$ cat src/rtl/input_matrix_seq.sv
// -----------------------------------------------------------------------------
// input_matrix_seq
//
// Gathers up to four homogeneous vertices into a packed 4x4 matrix of
// Q10 fixed-point elements (1.0 = 21'h000400) and hands the matrix downstream.
// Each vertex becomes one column {X,Y,Z,W}. Column c occupies
// mtx_data[335-84c -: 84], with X in the top 21 bits of the column.
// Columns that receive no vertex are padded with {0,0,0,1.0}.
//
// Two states:
//   FILL  : accept vertices (count 0..3); a 4th vertex or a flush issues.
//   ISSUE : matrix presented and held stable until mtx_ready.
//
// Optional feature (macro PERSP_W_EN):
//   defined   : vtx_w port exists and is stored as W of each filled column.
//   undefined : no vtx_w port; W of filled columns is 1.0 (21'h000400).
//
// Ports
//   clk        in   system clock, rising edge
//   rst_n      in   asynchronous active-low reset
//   vtx_valid  in   upstream vertex present
//   vtx_ready  out  vertex accepted this cycle (registered)
//   vtx_x/y/z  in   21-bit signed Q10 coordinates
//   vtx_w      in   21-bit signed Q10 W (PERSP_W_EN builds only)
//   flush      in   issue a partial batch
//   mtx_valid  out  matrix available (registered)
//   mtx_ready  in   downstream consumes matrix
//   mtx_data   out  336-bit packed matrix (registered)
//   mtx_cols   out  number of real vertices in mtx_data (1..4)
//   busy       out  high in ISSUE or while vertices are buffered
// -----------------------------------------------------------------------------
module input_matrix_seq (
  input  logic               clk,
  input  logic               rst_n,
  input  logic               vtx_valid,
  output logic               vtx_ready,
  input  logic signed [20:0] vtx_x,
  input  logic signed [20:0] vtx_y,
  input  logic signed [20:0] vtx_z,
`ifdef PERSP_W_EN
  input  logic signed [20:0] vtx_w,
`endif
  input  logic               flush,
  output logic               mtx_valid,
  input  logic               mtx_ready,
  output logic [335:0]       mtx_data,
  output logic [2:0]         mtx_cols,
  output logic               busy
);

  localparam logic [20:0] ONE_Q10 = 21'h000400;
  localparam logic [83:0] PAD_COL = {63'd0, ONE_Q10};

  typedef enum logic {FILL, ISSUE} state_t;

  state_t      state_q, state_d;
  logic [1:0]  count_q, count_d;
  logic [83:0] cols_q [4];
  logic [83:0] cols_d [4];
  logic [2:0]  mtx_cols_q, mtx_cols_d;
  logic        vtx_ready_q, vtx_ready_d;
  logic        mtx_valid_q, mtx_valid_d;
  logic        busy_q, busy_d;

  logic [20:0] w_in;
  logic [83:0] new_col;
  logic        xfer;

`ifdef PERSP_W_EN
  assign w_in = vtx_w;
`else
  assign w_in = ONE_Q10;
`endif

  assign new_col = {vtx_x, vtx_y, vtx_z, w_in};

  // Handshake qualifiers use the registered ready so nothing on vtx_*
  // reaches mtx_* without passing through a flop.
  assign xfer = (state_q == FILL) && vtx_valid && vtx_ready_q;

  // NOTE: every signal written here gets a default first, otherwise a path
  // that skips the assignment would infer a latch.
  always_comb begin
    state_d    = state_q;
    count_d    = count_q;
    mtx_cols_d = mtx_cols_q;
    for (int i = 0; i < 4; i++) cols_d[i] = cols_q[i];

    unique case (state_q)
      FILL: begin
        if (xfer) begin
          cols_d[count_q] = new_col;
          if (count_q == 2'd3 || flush) begin
            state_d    = ISSUE;
            mtx_cols_d = {1'b0, count_q} + 3'd1;
            count_d    = 2'd0;
          end else begin
            count_d = count_q + 2'd1;
          end
        end else if (flush && count_q != 2'd0) begin
          state_d    = ISSUE;
          mtx_cols_d = {1'b0, count_q};
          count_d    = 2'd0;
        end
      end
      ISSUE: begin
        // Leaving ISSUE re-pads every column so the next batch starts clean;
        // ready rises only after this edge, so no same-cycle pass-through.
        if (mtx_ready) begin
          state_d    = FILL;
          count_d    = 2'd0;
          mtx_cols_d = 3'd0;
          for (int i = 0; i < 4; i++) cols_d[i] = PAD_COL;
        end
      end
      default: state_d = FILL;
    endcase

    vtx_ready_d = (state_d == FILL);
    mtx_valid_d = (state_d == ISSUE);
    busy_d      = (state_d == ISSUE) || (count_d != 2'd0);
  end

  // NOTE: sequential state is assigned with non-blocking (<=) only, so every
  // flop samples the values from before this edge.
  // NOTE: the column registers are reset too, because the padded matrix must
  // already be visible on mtx_data while rst_n is low.
  always_ff @(posedge clk or negedge rst_n) begin
    if (!rst_n) begin
      state_q     <= FILL;
      count_q     <= 2'd0;
      mtx_cols_q  <= 3'd0;
      vtx_ready_q <= 1'b0;
      mtx_valid_q <= 1'b0;
      busy_q      <= 1'b0;
      for (int i = 0; i < 4; i++) cols_q[i] <= PAD_COL;
    end else begin
      state_q     <= state_d;
      count_q     <= count_d;
      mtx_cols_q  <= mtx_cols_d;
      vtx_ready_q <= vtx_ready_d;
      mtx_valid_q <= mtx_valid_d;
      busy_q      <= busy_d;
      for (int i = 0; i < 4; i++) cols_q[i] <= cols_d[i];
    end
  end

  assign vtx_ready = vtx_ready_q;
  assign mtx_valid = mtx_valid_q;
  assign mtx_cols  = mtx_cols_q;
  assign busy      = busy_q;
  assign mtx_data  = {cols_q[0], cols_q[1], cols_q[2], cols_q[3]};

endmodule

$ cat config.mk
export PLATFORM = sky130hd
export DESIGN_NAME = input_matrix_seq
export DESIGN_NICKNAME = d
export VERILOG_FILES = /design/src/rtl/input_matrix_seq.sv
export SDC_FILE = /design/constraint.sdc
export NUM_CORES = 1
export LEC_CHECK = 0
export CAP_MARGIN = 25
export CORE_MARGIN = 8
export CORE_UTILIZATION = 25
export DETAILED_ROUTE_END_ITERATION = 6
export PLACE_DENSITY_LB_ADDON = 0.25
export SYNTH_ARGS = -nofsm -noshare
export SYNTH_HDL_FRONTEND = slang
export SYNTH_SLANG_ARGS = --single-unit
$ cat constraint.sdc
create_clock -name clk -period 3.8 [get_ports clk]
set_clock_uncertainty 0.15 [all_clocks]
set_input_delay 0.95 -clock clk [delete_from_list [all_inputs] [get_ports clk]]
set_output_delay 0.95 -clock clk [all_outputs]
set_load 0.03 [all_outputs]
# Word-level counts from Yosys, hierarchy flattened
# Cells that the tools add are included.
word_totals:
  out_inout_bits: 342
  wordCells: 52
  inputBits: 68
  register_bits: 344
op_classes:
  n_lt_le_gt_ge: 2
  n_mux: 21
  n_addsub: 2
  bitwise_logic: 3
  n_eq_ne: 5
  reduce_logical: 10
ops:
  columns: ["op", "count"]
  rows:
  - ["$mux W336", 2]
  - ["$pmux W336 S2", 1]
  - ["$bwmux W336", 1]
  - ["$demux W84 S2", 1]
  - ["$mux W84", 1]
  - ["$mux W3", 4]
  - ["$mux W2", 4]
  - ["$ne A3 B2 Y1 const B", 2]
  - ["$pmux W3 S2", 1]
  - ["$logic_and A1 B1 Y1", 4]
  - ["$mux W1", 4]
  - ["$ne A2 B2 Y1 const B", 2]
  - ["$pmux W2 S2", 1]
  - ["$reduce_bool A2 Y1", 2]
  - ["$add A2 B1 Y3 const B", 1]
  - ["$ge A3 B3 Y1 const B", 1]
  - ["$lt A3 B1 Y1 const B", 1]
  - ["$not A2 Y3", 1]
  - ["$reduce_and A3 Y1", 1]
  - ["$add A2 B1 Y2 const B", 1]
  - ["$eq A2 B2 Y1 const B", 1]
  - ["$logic_or A1 B1 Y1", 2]
  - ["$not A1 Y1", 2]
  - ["$pmux W1 S2", 1]
  - ["$reduce_and A2 Y1", 1]

# Longest topological paths before layout
logic_depth:
  depth_word: 8
  mapped_depth: 8
  ltp_nobuf: 5

# Worst setup path before layout
# No wires, ideal clock.
synth_timing:
  path_kind: "input-to-reg"
  from: "in vtx_valid"
  to: "reg busy_q, in the netlist busy"
  path_stages: 4
  n_path_buf: 1
  required_ns: 3.524
  setup_time_ns: 0.126
  setup_slack_ns: 1.672
  t_arrival_ns: 1.852
  cell_sequence: "buf_4 > and2_4 > or3_1 > a221o_1"
synth_between:
  elab_chain_cells: 6
  elab_cells_between_ends: 8
  cone_classes: "mux (4); reduce/logical (4)"
synth_lines:
  columns: ["element", "line_no", "source"]
  rows:
  - ["start: declaration", "35", "input logic vtx_valid,"]
  - ["$logic_and A1 B1 Y1 (*) (2 in series)", "79", "assign xfer = (state_q == FILL) && vtx_valid && vtx_ready_q;"]
  - ["$mux W2", "91", "if (xfer) begin"]
  - ["$pmux W2 S2", "89", "unique case (state_q)"]
  - ["$reduce_bool A2 Y1", "121", "busy_d = (state_d == ISSUE) || (count_d != 2'd0);"]
  - ["$logic_or A1 B1 Y1 (*)", "121", null]
  - ["named net busy_d", "63", "logic busy_q, busy_d;"]
  - ["end signal: assignment", "143", "busy_q <= busy_d;"]
  - ["end: declaration", "63", null]
# Mark *: on every way through the listed nets, which the timed path passes. The rest lies on a longest branch.
# A chain may end at the register's enable or synchronous reset.

# Worst setup path after layout
layout_timing:
  from: "reg mtx_valid_q, in the netlist mtx_valid"
  to: "out mtx_valid"
layout_lines:
  columns: ["element", "line_no", "source"]
  rows:
  - ["start: declaration", "62", "logic mtx_valid_q, mtx_valid_d;"]
  - ["start signal: assignment", "142", "mtx_valid_q <= mtx_valid_d;"]
  - ["end: declaration", "44", "output logic mtx_valid,"]
# No word-level cell between the ends.

==> results.md <==
* Result of the run: finished, final reports clean
* PostCTS Resize Cnt at 0
* CP Class: reg2out
* # DRC at 0
* Yosys warning count at 0
* Max-slew violations at 0
* Antenna-violating nets left at 0
* Worst-path cell chain: clkdlybuf4s50_1
* DIE AREA at 52200 um2
* Critical path buffers and inverters at 1
* First DRT Iteration DRCs at 570
* Clk sinks at 264
* Final setup viols at 0
* Tmin final at 3190 ps
* Layout cells sized above 1 at 5.67%
* First-pass GRT wire length at 59400 um
* CP startpoint: mtx_valid
* Pin count of the biggest net entering global routing at 91
* Num CTS Buffers at 31
* Peak VDD IR at 0.389 mV
* Ys flop type: dfrtp_1
* TritonCTS clock tree: done
* Initial Utilization at 25.1%
* Ant diodes at 0
* Avg Inst Size Synth at 9.13 um2
* 1st-pass router iterations at 4
* Setup tns final at 0 ps
* Max Cap Viol at 0
* Vias/cell at 4.26
* Via count at 9163
* Fin crit share at 84.0%
* Routed len/inst at 17.8 um
* Most frequent cell after synthesis: nand2_1
* CP Max Fanout at 17
* DP Area at 14900 um2
* CP delay by family, top: buffers and inverters
* Max incr delay on CP at 810 ps
* Power Density at 761 nW/um2
* Reg-to-reg startpoint: mtx_valid
* Post-synth EDFFs at 0
* Post-CTS Setup Bufs at 0
* Vias in the first global route at 9228
* Synth cell types at 35
* Worst-Margin Slew at 952 ps
* NumNets Final at 1605
* Aggregate global-route resource usage at 14.1%
* Root Buffer: clkbuf_16
* Slowest cell on the critical path: clkdlybuf4s50_1
* HP Class: in2async
* Leakage at 6.80 nW
* Routability Congestion at 0.763
* Synth area leaders: dfrtp_1 (58%), nand2_1 (16%), o21ai_0 (9.3%)
* Met1 usage at 18.3%
* Crit path DAT at 2090 ps
* GR Util met2 at 23.1%
* Final WL at 38300 um
* Grt total ovfl at 0
* Final hold viol count at 0
* RSZ-0062 raised after global routing: no
* Synth-to-layout area growth at 40.0%
* Global route hottest layer: met2
* Row count at 78
* FF-to-FF path depth at 4
* Fmax at 0.313 GHz
* Die H at 229 um
* Gate Count Post-Synth at 1238
* Core area at 45000 um2
* # port buffers at 329
* Post-synthesis register bit count at 264
* Final Instance Area at 15800 um2
* Reg2reg end: mtx_data[75]
* Worst slew margin at 36.4%
* DPL Wire Length at 27000 um
* Clock Latency Late Sink at 560 ps
* Seq/Total Area, Yosys at 58.5%
* Data required, critical path at 2700 ps
* Worst R2R Setup Slack at 1720 ps
* Filler Cells Inserted at 4651
* Synth area leader: dfrtp_1
* Clk buf depth at 3
* Crit end category: output port
* Reg clk slew, reported paths at 60 ps
* Initial antenna violation count at 1
* Async SR Flop Fraction at 100%
* Synth top area share at 57.6%
* Worst Setup Start Kind: flop
* GR met3 Demand/Resource at 4.16%
* Synth cell count leaders: nand2_1 (475), dfrtp_1 (260), o21ai_0 (209)
* Synthesized cell area at 11300 um2
* Htree depth at 1
* Die W at 229 um
* Ports at 410
* Hold buffers post-CTS at 0
==> layer usage <==
metal / vias to the layer above / share of wire [%]
met5: - / 0
met4: 0 / 1.4
met3: 37 / 7.8
met2: 281 / 48
met1: 4418 / 43
li1: 4427 / -
==> per-stage QoR <==
stage | util (%) | power [mW] | std cells | hold WS (ps) | worst slack [ps]
finish | 35.2 | 12.0 | 2153 | 267 | 608
global route | 35.2 | 12.7 | 2153 | 308 | 513
CTS | 35.2 | 12.3 | 2153 | 273 | 576
detailed placement | 33.0 | 9.35 | 2100 | 333 | 844
global placement | 33.0 | 9.30 | 2100 | 330 | 876
floorplan | - | 7.03 | 1317 | 367 | 1670
==> flip-flops by register name, summed over array words and instances (netlist names) <==
signal / flops
mtx_valid: 1
busy: 1
mtx_cols: 3
count_q: 2
vtx_ready: 1
mtx_data: 256
==> cell families (layout without fill, tap and decap cells) <==
family | Yosys count | in the layout | share of synthesized area (%)
other | 1 | 80 | 0.0332
adders and majority gates | 4 | 4 | 0.443
AOI/OAI and AO/OA | 234 | 234 | 10.7
and+or+nand+nor | 559 | 559 | 20.0
muxes | 2 | 2 | 0.199
DFF | 264 | 264 | 58.5
buffers and inverters | 174 | 410 | 10.1
==> how the worst max path moves through the flow <==
stage                     to  slack (ps)  cells past startpoint
3_3_place_gp   mtx_data[151]         880                      4
2_1_floorplan           busy        1670                      4
6_report           mtx_valid         610                      1
3_5_place_dp   mtx_data[140]         840                      4
5_1_grt            mtx_valid         510                      1
4_1_cts            mtx_valid         580                      1
==> worst register-to-register path: cells and delay by family (launching register included) <==
kind	cells	cell delay, ps
flip-flops	1	720
AND/OR/NAND/NOR	2	660
buffers and inverters	1	340
AO/OA/AOI/OAI	1	80
==> placed cells by master (no fill, tap or decap), types with 4 or more instances in the layout <==
master and count:
clkdlybuf4s50_1 328, dfstp_2 4, buf_12 11, or3_1 5, o21ai_1 12, clkbuf_1 9
conb_1 80, nand2_1 474, clkbuf_8 5, buf_4 14, nand3_1 64, ha_1 4
dfrtp_1 260, o21ai_0 209, clkinv_2 5, clkbuf_16 31
==> final cells by class <==
| cell class | instances | area [um2] | share of cell area [%] |
|---|---|---|---|
| sequential | 264 | 6610 | 41.8 |
| clock inverter | 8 | 72.6 | 0.459 |
| clock buffer | 45 | 878 | 5.55 |
| tap | 600 | 751 | 4.75 |
| multi-input combinational | 879 | 3870 | 24.5 |
| inverter | 3 | 11.3 | 0.0712 |
| timing repair buffer | 354 | 3620 | 22.9 |
==> report_power, final <==
group / switching (mW) / internal [mW]
clock: 1.16 / 1.65
combinational: 3.25 / 1.87
sequential: 0.496 / 3.62
total: 4.90 / 7.14
No activity file was read; power rests on OpenSTA's default activity.
